--- config.mk ---
export PLATFORM = sky130hd
export DESIGN_NAME = mem_dreq_issue
export DESIGN_NICKNAME = d
export VERILOG_FILES = /design/src/rtl/mem_dreq_issue.sv
export SDC_FILE = /design/constraint.sdc
export NUM_CORES = 1
export LEC_CHECK = 0
export CORE_ASPECT_RATIO = 0.9
export CORE_MARGIN = 2
export CORE_UTILIZATION = 45
export CTS_BUF_LIST = sky130_fd_sc_hd__clkbuf_2
export DETAILED_ROUTE_END_ITERATION = 7
export DONT_BUFFER_PORTS = 1
export GPL_ROUTABILITY_DRIVEN = 0
export PLACE_DENSITY_LB_ADDON = 0.2
export SLEW_MARGIN = 30
export SYNTH_ARGS = -nofsm -noshare
export SYNTH_HDL_FRONTEND = slang
export SYNTH_SLANG_ARGS = --single-unit
--- constraint.sdc ---
create_clock -name clk -period 4.38 [get_ports clk]
set_input_delay 0.876 -clock clk [delete_from_list [all_inputs] [get_ports clk]]
set_output_delay 0.876 -clock clk [all_outputs]
set_load 0.01 [all_outputs]
--- src/rtl/mem_dreq_issue.sv ---
// mem_dreq_issue: MEM-stage data-bus request issuer feeding MEM2.
// Accepts one memory-class instruction at a time, checks alignment,
// builds byte strobes and replicated store data, issues the request on
// the cpu_dbus valid/ready handshake and hands MEM2 a registered record.
//
// Handshake semantics (both the in_* and dbus_* sides): a transfer occurs
// at a rising clk edge where valid and ready are both high; valid never
// depends on ready, and request fields hold steady while valid is pending.
//
// Optional feature: define MEM_DREQ_PERF_EN to add perf_req_cnt (handshake
// count) and perf_wait_cnt (cycles spent in REQ with dbus_ready low).
module mem_dreq_issue #(
    parameter int ADDR_W = 32
) (
    input  logic              clk,
    input  logic              resetn,
    input  logic              mem_flush,
    input  logic              in_valid,
    output logic              in_ready,
    input  logic [3:0]        in_op,
    input  logic [ADDR_W-1:0] in_addr,
    input  logic [ADDR_W-1:0] in_wdata,
    output logic              dbus_valid,
    input  logic              dbus_ready,
    output logic              dbus_wr,
    output logic [1:0]        dbus_size,
    output logic [ADDR_W-1:0] dbus_addr,
    output logic [3:0]        dbus_wstrb,
    output logic [ADDR_W-1:0] dbus_wdata,
    input  logic              mem2_allowin,
    output logic              out_valid,
    output logic [3:0]        out_op,
    output logic [ADDR_W-1:0] out_addr,
    output logic              out_adel,
    output logic              out_ades,
    output logic              out_bus,
`ifdef MEM_DREQ_PERF_EN
    output logic [31:0]       perf_req_cnt,
    output logic [31:0]       perf_wait_cnt,
`endif
    output logic [0:0]        dbg_state
);

    localparam logic [0:0] S_IDLE = 1'b0;
    localparam logic [0:0] S_REQ  = 1'b1;

    logic [0:0]        r_state;
    logic [3:0]        r_op;
    logic              r_wr;
    logic [1:0]        r_size;
    logic [ADDR_W-1:0] r_addr;
    logic [3:0]        r_wstrb;
    logic [ADDR_W-1:0] r_wdata;

    logic              r_out_valid;
    logic [3:0]        r_out_op;
    logic [ADDR_W-1:0] r_out_addr;
    logic              r_out_adel;
    logic              r_out_ades;
    logic              r_out_bus;

    logic              w_is_load;
    logic              w_is_store;
    logic [1:0]        w_size;
    logic [3:0]        w_op;
    logic              w_misalign;
    logic [3:0]        w_wstrb;
    logic [ADDR_W-1:0] w_wdata;
    logic              w_capture;
    logic              w_bus_op;
    logic              w_dbus_valid;
    logic              w_hs;

    // Decode op class and access size; unknown codes collapse to NONE.
    always_comb begin
        w_is_load  = 1'b0;
        w_is_store = 1'b0;
        w_size     = 2'd0;
        w_op       = in_op;
        case (in_op)
            4'd1, 4'd2: begin w_is_load  = 1'b1; w_size = 2'd0; end
            4'd3, 4'd4: begin w_is_load  = 1'b1; w_size = 2'd1; end
            4'd5:       begin w_is_load  = 1'b1; w_size = 2'd2; end
            4'd9:       begin w_is_store = 1'b1; w_size = 2'd0; end
            4'd10:      begin w_is_store = 1'b1; w_size = 2'd1; end
            4'd11:      begin w_is_store = 1'b1; w_size = 2'd2; end
            default:    w_op = 4'd0;
        endcase
    end

    // Alignment check, byte strobes and lane-replicated store data.
    always_comb begin
        w_misalign = ((w_size == 2'd1) && in_addr[0]) ||
                     ((w_size == 2'd2) && (in_addr[1:0] != 2'b00));
        w_wstrb    = 4'b0000;
        w_wdata    = '0;
        if (w_is_store) begin
            case (w_size)
                2'd0: begin
                    w_wstrb = 4'b0001 << in_addr[1:0];
                    w_wdata = {4{in_wdata[7:0]}};
                end
                2'd1: begin
                    w_wstrb = in_addr[1] ? 4'b1100 : 4'b0011;
                    w_wdata = {2{in_wdata[15:0]}};
                end
                default: begin
                    w_wstrb = 4'b1111;
                    w_wdata = in_wdata;
                end
            endcase
        end
    end

    // Accept/issue qualifiers; a flush or a stalled MEM2 masks the request.
    always_comb begin
        in_ready     = (r_state == S_IDLE) && (!r_out_valid || mem2_allowin);
        w_capture    = in_valid && in_ready && !mem_flush;
        w_bus_op     = (w_is_load || w_is_store) && !w_misalign;
        w_dbus_valid = (r_state == S_REQ) && !mem_flush && mem2_allowin;
        w_hs         = w_dbus_valid && dbus_ready;
    end

    // Request FSM: IDLE until an aligned memory op is captured, REQ until
    // the D-cache accepts or a flush kills the request.
    always_ff @(posedge clk or negedge resetn) begin
        if (!resetn) begin
            r_state <= S_IDLE;
        end else begin
            case (r_state)
                S_IDLE: if (w_capture && w_bus_op) r_state <= S_REQ;
                S_REQ:  if (mem_flush || w_hs)     r_state <= S_IDLE;
                default: r_state <= S_IDLE;
            endcase
        end
    end

    // Request fields latch at capture and stay stable through REQ.
    always_ff @(posedge clk or negedge resetn) begin
        if (!resetn) begin
            r_op    <= 4'd0;
            r_wr    <= 1'b0;
            r_size  <= 2'd0;
            r_addr  <= '0;
            r_wstrb <= 4'b0000;
            r_wdata <= '0;
        end else if (w_capture && w_bus_op) begin
            r_op    <= w_op;
            r_wr    <= w_is_store;
            r_size  <= w_size;
            r_addr  <= in_addr;
            r_wstrb <= w_wstrb;
            r_wdata <= w_wdata;
        end
    end

    // MEM2 record: loaded on handshake or on a non-bus capture, dropped
    // when MEM2 takes it or a flush arrives.
    always_ff @(posedge clk or negedge resetn) begin
        if (!resetn) begin
            r_out_valid <= 1'b0;
            r_out_op    <= 4'd0;
            r_out_addr  <= '0;
            r_out_adel  <= 1'b0;
            r_out_ades  <= 1'b0;
            r_out_bus   <= 1'b0;
        end else if (w_hs) begin
            r_out_valid <= 1'b1;
            r_out_op    <= r_op;
            r_out_addr  <= r_addr;
            r_out_adel  <= 1'b0;
            r_out_ades  <= 1'b0;
            r_out_bus   <= 1'b1;
        end else if (w_capture && !w_bus_op) begin
            r_out_valid <= 1'b1;
            r_out_op    <= w_op;
            r_out_addr  <= in_addr;
            r_out_adel  <= w_is_load && w_misalign;
            r_out_ades  <= w_is_store && w_misalign;
            r_out_bus   <= 1'b0;
        end else if (mem_flush || mem2_allowin) begin
            r_out_valid <= 1'b0;
        end
    end

`ifdef MEM_DREQ_PERF_EN
    logic [31:0] r_perf_req_cnt;
    logic [31:0] r_perf_wait_cnt;

    // Free-running wrap-around counters of handshakes and stalled REQ cycles.
    always_ff @(posedge clk or negedge resetn) begin
        if (!resetn) begin
            r_perf_req_cnt  <= 32'd0;
            r_perf_wait_cnt <= 32'd0;
        end else begin
            if (w_hs)
                r_perf_req_cnt <= r_perf_req_cnt + 32'd1;
            if ((r_state == S_REQ) && !dbus_ready)
                r_perf_wait_cnt <= r_perf_wait_cnt + 32'd1;
        end
    end

    assign perf_req_cnt  = r_perf_req_cnt;
    assign perf_wait_cnt = r_perf_wait_cnt;
`endif

    assign dbus_valid = w_dbus_valid;
    assign dbus_wr    = r_wr;
    assign dbus_size  = r_size;
    assign dbus_addr  = r_addr;
    assign dbus_wstrb = r_wstrb;
    assign dbus_wdata = r_wdata;
    assign out_valid  = r_out_valid;
    assign out_op     = r_out_op;
    assign out_addr   = r_out_addr;
    assign out_adel   = r_out_adel;
    assign out_ades   = r_out_ades;
    assign out_bus    = r_out_bus;
    assign dbg_state  = r_state;

endmodule
# --- Yosys cells after proc, flatten, opt, wreduce, memory -nomap -nowiden ---
# Index checks and enable logic that the tools add are counted.
# Widths: inputs -> output; s select.
classes:
  n_eq_ne: 10
  shifts: 1
  n_mux: 25
  n_bitwise: 1
  n_reduce_logical: 31
op_table:
  columns: ["op", "count"]
  rows:
  - ["$mux 32", 3]
  - ["$pmux 32 s2", 1]
  - ["$mux 4", 5]
  - ["$logic_and 1x1->1", 13]
  - ["$mux 1", 13]
  - ["$eq 4x4->1 const B", 3]
  - ["$eq 4x2->1 const B", 2]
  - ["$eq 4x3->1 const B", 2]
  - ["$pmux 4 s2", 1]
  - ["$reduce_or 8->1", 1]
  - ["$reduce_or 3->1", 2]
  - ["$logic_or 1x1->1", 5]
  - ["$reduce_or 5->1", 1]
  - ["$eq 4x1->1 const B", 1]
  - ["$logic_not 1->1", 4]
  - ["$pmux 2 s2", 1]
  - ["$reduce_bool 2->1", 2]
  - ["$shl 1x2->4 const A", 1]
  - ["$reduce_bool 3->1", 1]
  - ["$eq 2x1->1 const B", 1]
  - ["$eq 2x2->1 const B", 1]
  - ["$logic_not 2->1", 1]
  - ["$pmux 1 s2", 1]
  - ["$reduce_or 2->1", 1]
  - ["$not 1->1", 1]
totals:
  reg_bits: 116
  in_bits: 74
  out_inout_bits: 114
  elab_cells: 81

# --- Depth between registers and ports, before layout ---
logic_depth:
  ltp_word: 12
  ltp_mapped: 9
  depth_no_buf: 5

# --- Worst setup path before layout ---
# Ideal clock, no wire load.
synth_path:
  path_kind: "in2reg"
  startpoint: "in mem2_allowin"
  endpoint: "reg r_addr[10], in the netlist dbus_addr[10]"
  setup_time_ns: 0.125
  t_arrival_ns: 2.157
  required_ns: 4.255
  path_slack_ns: 2.097
  path_stages: 6
  path_buffers: 2
  path_cell_list: "nor2b_1 -> or4b_4 -> a21o_1 -> buf_4 -> buf_6 -> mux2_4"
synth_via:
  elab_chain_cells: 5
synth_rtl:
  columns: ["item", "line_no", "text"]
  rows:
  - ["start: declaration", "30", "input logic mem2_allowin,"]
  - ["$logic_or 1x1->1", "117", "in_ready = (r_state == S_IDLE) && (!r_out_valid || mem2_allowin);"]
  - ["$logic_and 1x1->1", "117", null]
  - ["$logic_and 1x1->1 (2 in a row)", "118", "w_capture = in_valid && in_ready && !mem_flush;"]
  - ["$logic_and 1x1->1", "147", "end else if (w_capture && w_bus_op) begin"]
  - ["end signal: assignment", "151", "r_addr <= in_addr;"]
  - ["end: declaration", "51", "logic [ADDR_W-1:0] r_addr;"]
# No other way between the ends.
# A chain may end at the register's enable or synchronous reset.

# --- Worst setup path in the final report ---
layout_path:
  startpoint: "reg r_out_valid, in the netlist out_valid"
  endpoint: "reg r_out_addr[2], in the netlist out_addr[2]"
layout_via:
  elab_chain_cells: 7
layout_rtl:
  columns: ["item", "line_no", "text"]
  rows:
  - ["start: declaration", "55", "logic r_out_valid;"]
  - ["start signal: assignment", "161", "r_out_valid <= 1'b0;"]
  - ["start signal: assignment", "168", "r_out_valid <= 1'b1;"]
  - ["start signal: assignment", "175", "r_out_valid <= 1'b1;"]
  - ["$logic_not 1->1", "117", null]
  - ["$logic_or 1x1->1", "117", null]
  - ["$logic_and 1x1->1", "117", null]
  - ["$logic_and 1x1->1 (2 in a row)", "118", null]
  - ["$logic_and 1x1->1", "174", "end else if (w_capture && !w_bus_op) begin"]
  - ["$reduce_bool 2->1 (no source line)", null, null]
  - ["end signal: assignment", "170", "r_out_addr <= r_addr;"]
  - ["end signal: assignment", "177", "r_out_addr <= in_addr;"]
  - ["end: declaration", "57", "logic [ADDR_W-1:0] r_out_addr;"]
# No other way between the ends.

==> implementation parameters <==
Parameter                              Value

Routing
  Number of DRC violations after detailed-routing iteration 0 ... 200
  Remaining design rule violation count ... 0
  Post-detailed-route via-to-cell ratio ... 5.85
  Total vias in the final route ... 3,856
  1st-pass router iterations ... 4
  Post-route ant nets ... 0
  Total detailed-routing wirelength ... roughly 14 mm
  Routed WL per cell ... 20.8 um

STA
  Post-Route Hold Slack ... 130 ps
  Slew of the pin with the lowest slew margin ... 844 ps
  Slew margin rel. ... a little over two fifths
  Maximum clock skew at final layout ... 26.0 ps
  Crit path time final ... 2550 ps
  Achievable frequency ... 392 MHz
  RSZ-0062 raised after global routing ... no
  Part of the cycle the worst path needs ... 58.2%
  Fin Setup TNS ... 0 ps
  Slew Limit Fails ... 0
  Final setup violation count ... 0
  Final Hold Fails ... 0

Setup path
  R2R Setup Slk ... 1830 ps
  Endpoint type of the worst setup path ... flip-flop
  Critical Path Source Type ... flip-flop
  Critical path required time ... between 4000 and 5000 ps
  CP startpoint ... out_valid
  Data arrival time of the worst path ... 3070 ps
  Reg2Reg Depth ... 6
  Timing endpoint of the critical path ... out_addr[2]
  Reg2Reg Launch Point ... out_valid
  Critical path class ... flip-flop to flip-flop
  CP max FO ... 48
  Reg2Reg Capture Point ... out_addr[2]

Synth
  Area share of the leading cell type in the synthesized netlist ... 52.2%
  Synthesized instance count ... 502
  Post-Syn Area per Cell ... 11.1 um^2
  Count of yosys warnings during synthesis ... 0
  Post-synth design cell area ... 5560 um^2
  Syn_nets ... 576
  Ranking of synthesized cells by area ... dfrtp_1 (52%), mux2_4 (9.2%), mux2i_1 (8.8%), o21ai_0 (7.0%), nand2_1 (5.1%)
  Flip-flop and latch count after synthesis ... ~120
  Yosys cell types ... 43
  Proportion of synthesized chip area in sequential cells ... 52.2%
  Cell taking the most area after synthesis ... dfrtp_1

Floorplanning
  Core area ... 12,100 um^2
  Initial Util ... 46.0%
  Number of cell rows ... 38
  Boundary pin count ... approximately 190
  Overall die width ... between 100 and 150 um
  Die Y ... 109 um
  Area of the die ... 13,300 um^2

Cells and area
  Ratio of cells with drive above 1 in the final layout ... 15.0%
  Layout net count ... 561
  Diodes inserted ... 0
  Filler instances ... 1,127
  Commonest non-fill, non-tap cells in the layout ... dfrtp_1 (116), o21ai_0 (78), nand2_1 (75)
  Synth-to-layout area growth ... 4.91%
  Most common cell after layout, fill and taps aside ... dfrtp_1

Clock network
  Cell at the root of the clock tree ... clkbuf_2
  CTS Buffer Depth ... 2
  Maximum level of the CTS H-tree ... 4
  Count of instances resized after the clock tree is built ... 0
  Clock slew seen by the registers of the worst setup and hold paths ... between 150 and 200 ps
  TritonCTS clock tree ... yes
  Number of buffers inserted during clock tree synthesis ... 17
  Clock Sink Count ... ~120
  Worst skew pair latency ... 660 ps

Place
  Hpwl dp ... 9.28 mm
  Number of I/O port buffers ... 0

GRT
  Global-route wire length before repair ... 21.2 mm
  Aggregate global routing overflow ... 0
  Overall routing resource usage ... 21.0%
  Number of global-route vias before repair ... 3,841
  Initial antenna violation count ... 0
  Pin count of the biggest net entering global routing ... between 100 and 150

Power
  Cell Pwr Density ... 454 nW/um^2
  Leakage power ... 2.69 nW
  Part of the total power dissipated in sequential elements ... 61.9%
  Switching share of total power ... 34.0%
  Total power of the final layout ... 0.00265 W
  Switching power total ... approximately 0.0009 W
  Internal power component ... 0.00175 W
  Highest ir drop seen on vdd ... 157 uV
  Combinational share of power ... 15.7%
  Relative contribution of the clock network to total power ... 22.4%

Flow run
  Number of max-cap violations ... 0

Outcome
  Run status ... complete, no violations

Worst hold path
  Path class of the lowest-slack min-delay path ... primary input to asynchronous set/reset pin
==> critical path: stages, from the launching register on <==
cell	delay, ps
dfrtp_1	460
nor2b_1	200
nor4b_1	710
a31oi_4	450
buf_4	400
nand2_1	110
o21ai_0	90
==> power by group through the flow <==
stage	registers, W	logic (W)	clock network (W)
global route	0.00168	0.000472	0.000669
finish	0.00164	0.000416	0.000594
CTS	0.00164	0.000424	0.000622
detailed placement	0.00167	0.000400	0
global placement	0.00166	0.000377	0
floorplan	0.00159	0.000361	0
==> repair_timing <==
action,in CTS,in global routing
endpoints found under the hold margin,116,0
hold buffers,1,0
setup buffers,0,0
==> registers in the layout, summed over array words and instances, names as in the netlist <==
| signal | count |
|---|---|
| dbus_addr | 32 |
| out_op | 4 |
| out_adel | 1 |
| dbus_wr | 1 |
| r_op | 4 |
| out_valid | 1 |
| dbg_state | 1 |
| dbus_wstrb | 4 |
| out_ades | 1 |
| dbus_wdata | 32 |
| dbus_size | 2 |
| out_bus | 1 |
| out_addr | 32 |
==> worst min path at each step <==
stage	cells after the start	endpoint	from	slack, ps
6_report	1	dbus_wdata[31]	resetn	130
3_3_place_gp	2	r_op[3]	r_op[3]	460
5_1_grt	1	dbus_addr[7]	resetn	90
2_1_floorplan	2	r_op[3]	r_op[3]	450
3_5_place_dp	2	r_op[3]	r_op[3]	460
4_1_cts	1	dbus_wdata[26]	resetn	100
==> per-stage QoR <==
stage	setup WS (ps)	std cells	util [%]	area, um^2
6_report	1830	659	48.3	5830
5_1_grt	1650	659	48.3	5830
4_1_cts	1790	659	48.3	5830
3_5_place_dp	1350	627	46.5	5620
3_3_place_gp	1490	626	46.3	5590
2_1_floorplan	2100	502	-	5560
==> routing by layer <==
| metal | up-vias | share of wire (%) | track usage [%] |
|---|---|---|---|
| li1 | 1778 | - | - |
| met4 | 0 | 1.0 | 7.39 |
| met1 | 1894 | 40 | 24.7 |
| met2 | 168 | 47 | 33.4 |
| met5 | - | 0 | 0 |
| met3 | 16 | 12 | 10.6 |
==> cell families after synthesis <==
family                    count (synthesis)  synth area share [%]
AOI/OAI and AO/OA                       138                  15.6
and+or+nand+nor                         122                  10.1
DFF                                     116                  52.2
muxes                                    83                  18.0
buffers and inverters                    42                  3.96
xor gates and xnor gates                  1                 0.158
==> area by class of cell <==
type	count	area (um^2)	area share, %
inverters	3	11.3	0.193
clock buffers	19	95.1	1.63
clock inverters	12	91.3	1.57
multi-input cells	344	2450	42.1
flip-flops and latches	116	2900	49.8
well taps	160	200	3.43
repair buffers	5	77.6	1.33
==> synthesized netlist by cell type, drive strengths merged <==
cell and n:
nand4b 1, a21o 2, or2 3, o211ai 1
nor3b 9, mux2i 49, dfrtp 116, nand2b 3
o31ai 8, nand3b 1, o32ai 8, a211oi 1
a31o 1, nor2b 2, nand3 6, o22ai 8
o22a 8, a22o 9, nor3 2, mux2 34
nand2 77, clkbuf 12, o211a 1, nor2 13
a31oi 1, a221o 1, nor4b 1, inv 3
buf 27, a21oi 6, xor2 1, a32o 4
and2 2, o21ai 79, or4b 1, and3b 1
No activity file was read; power rests on OpenSTA's default activity.
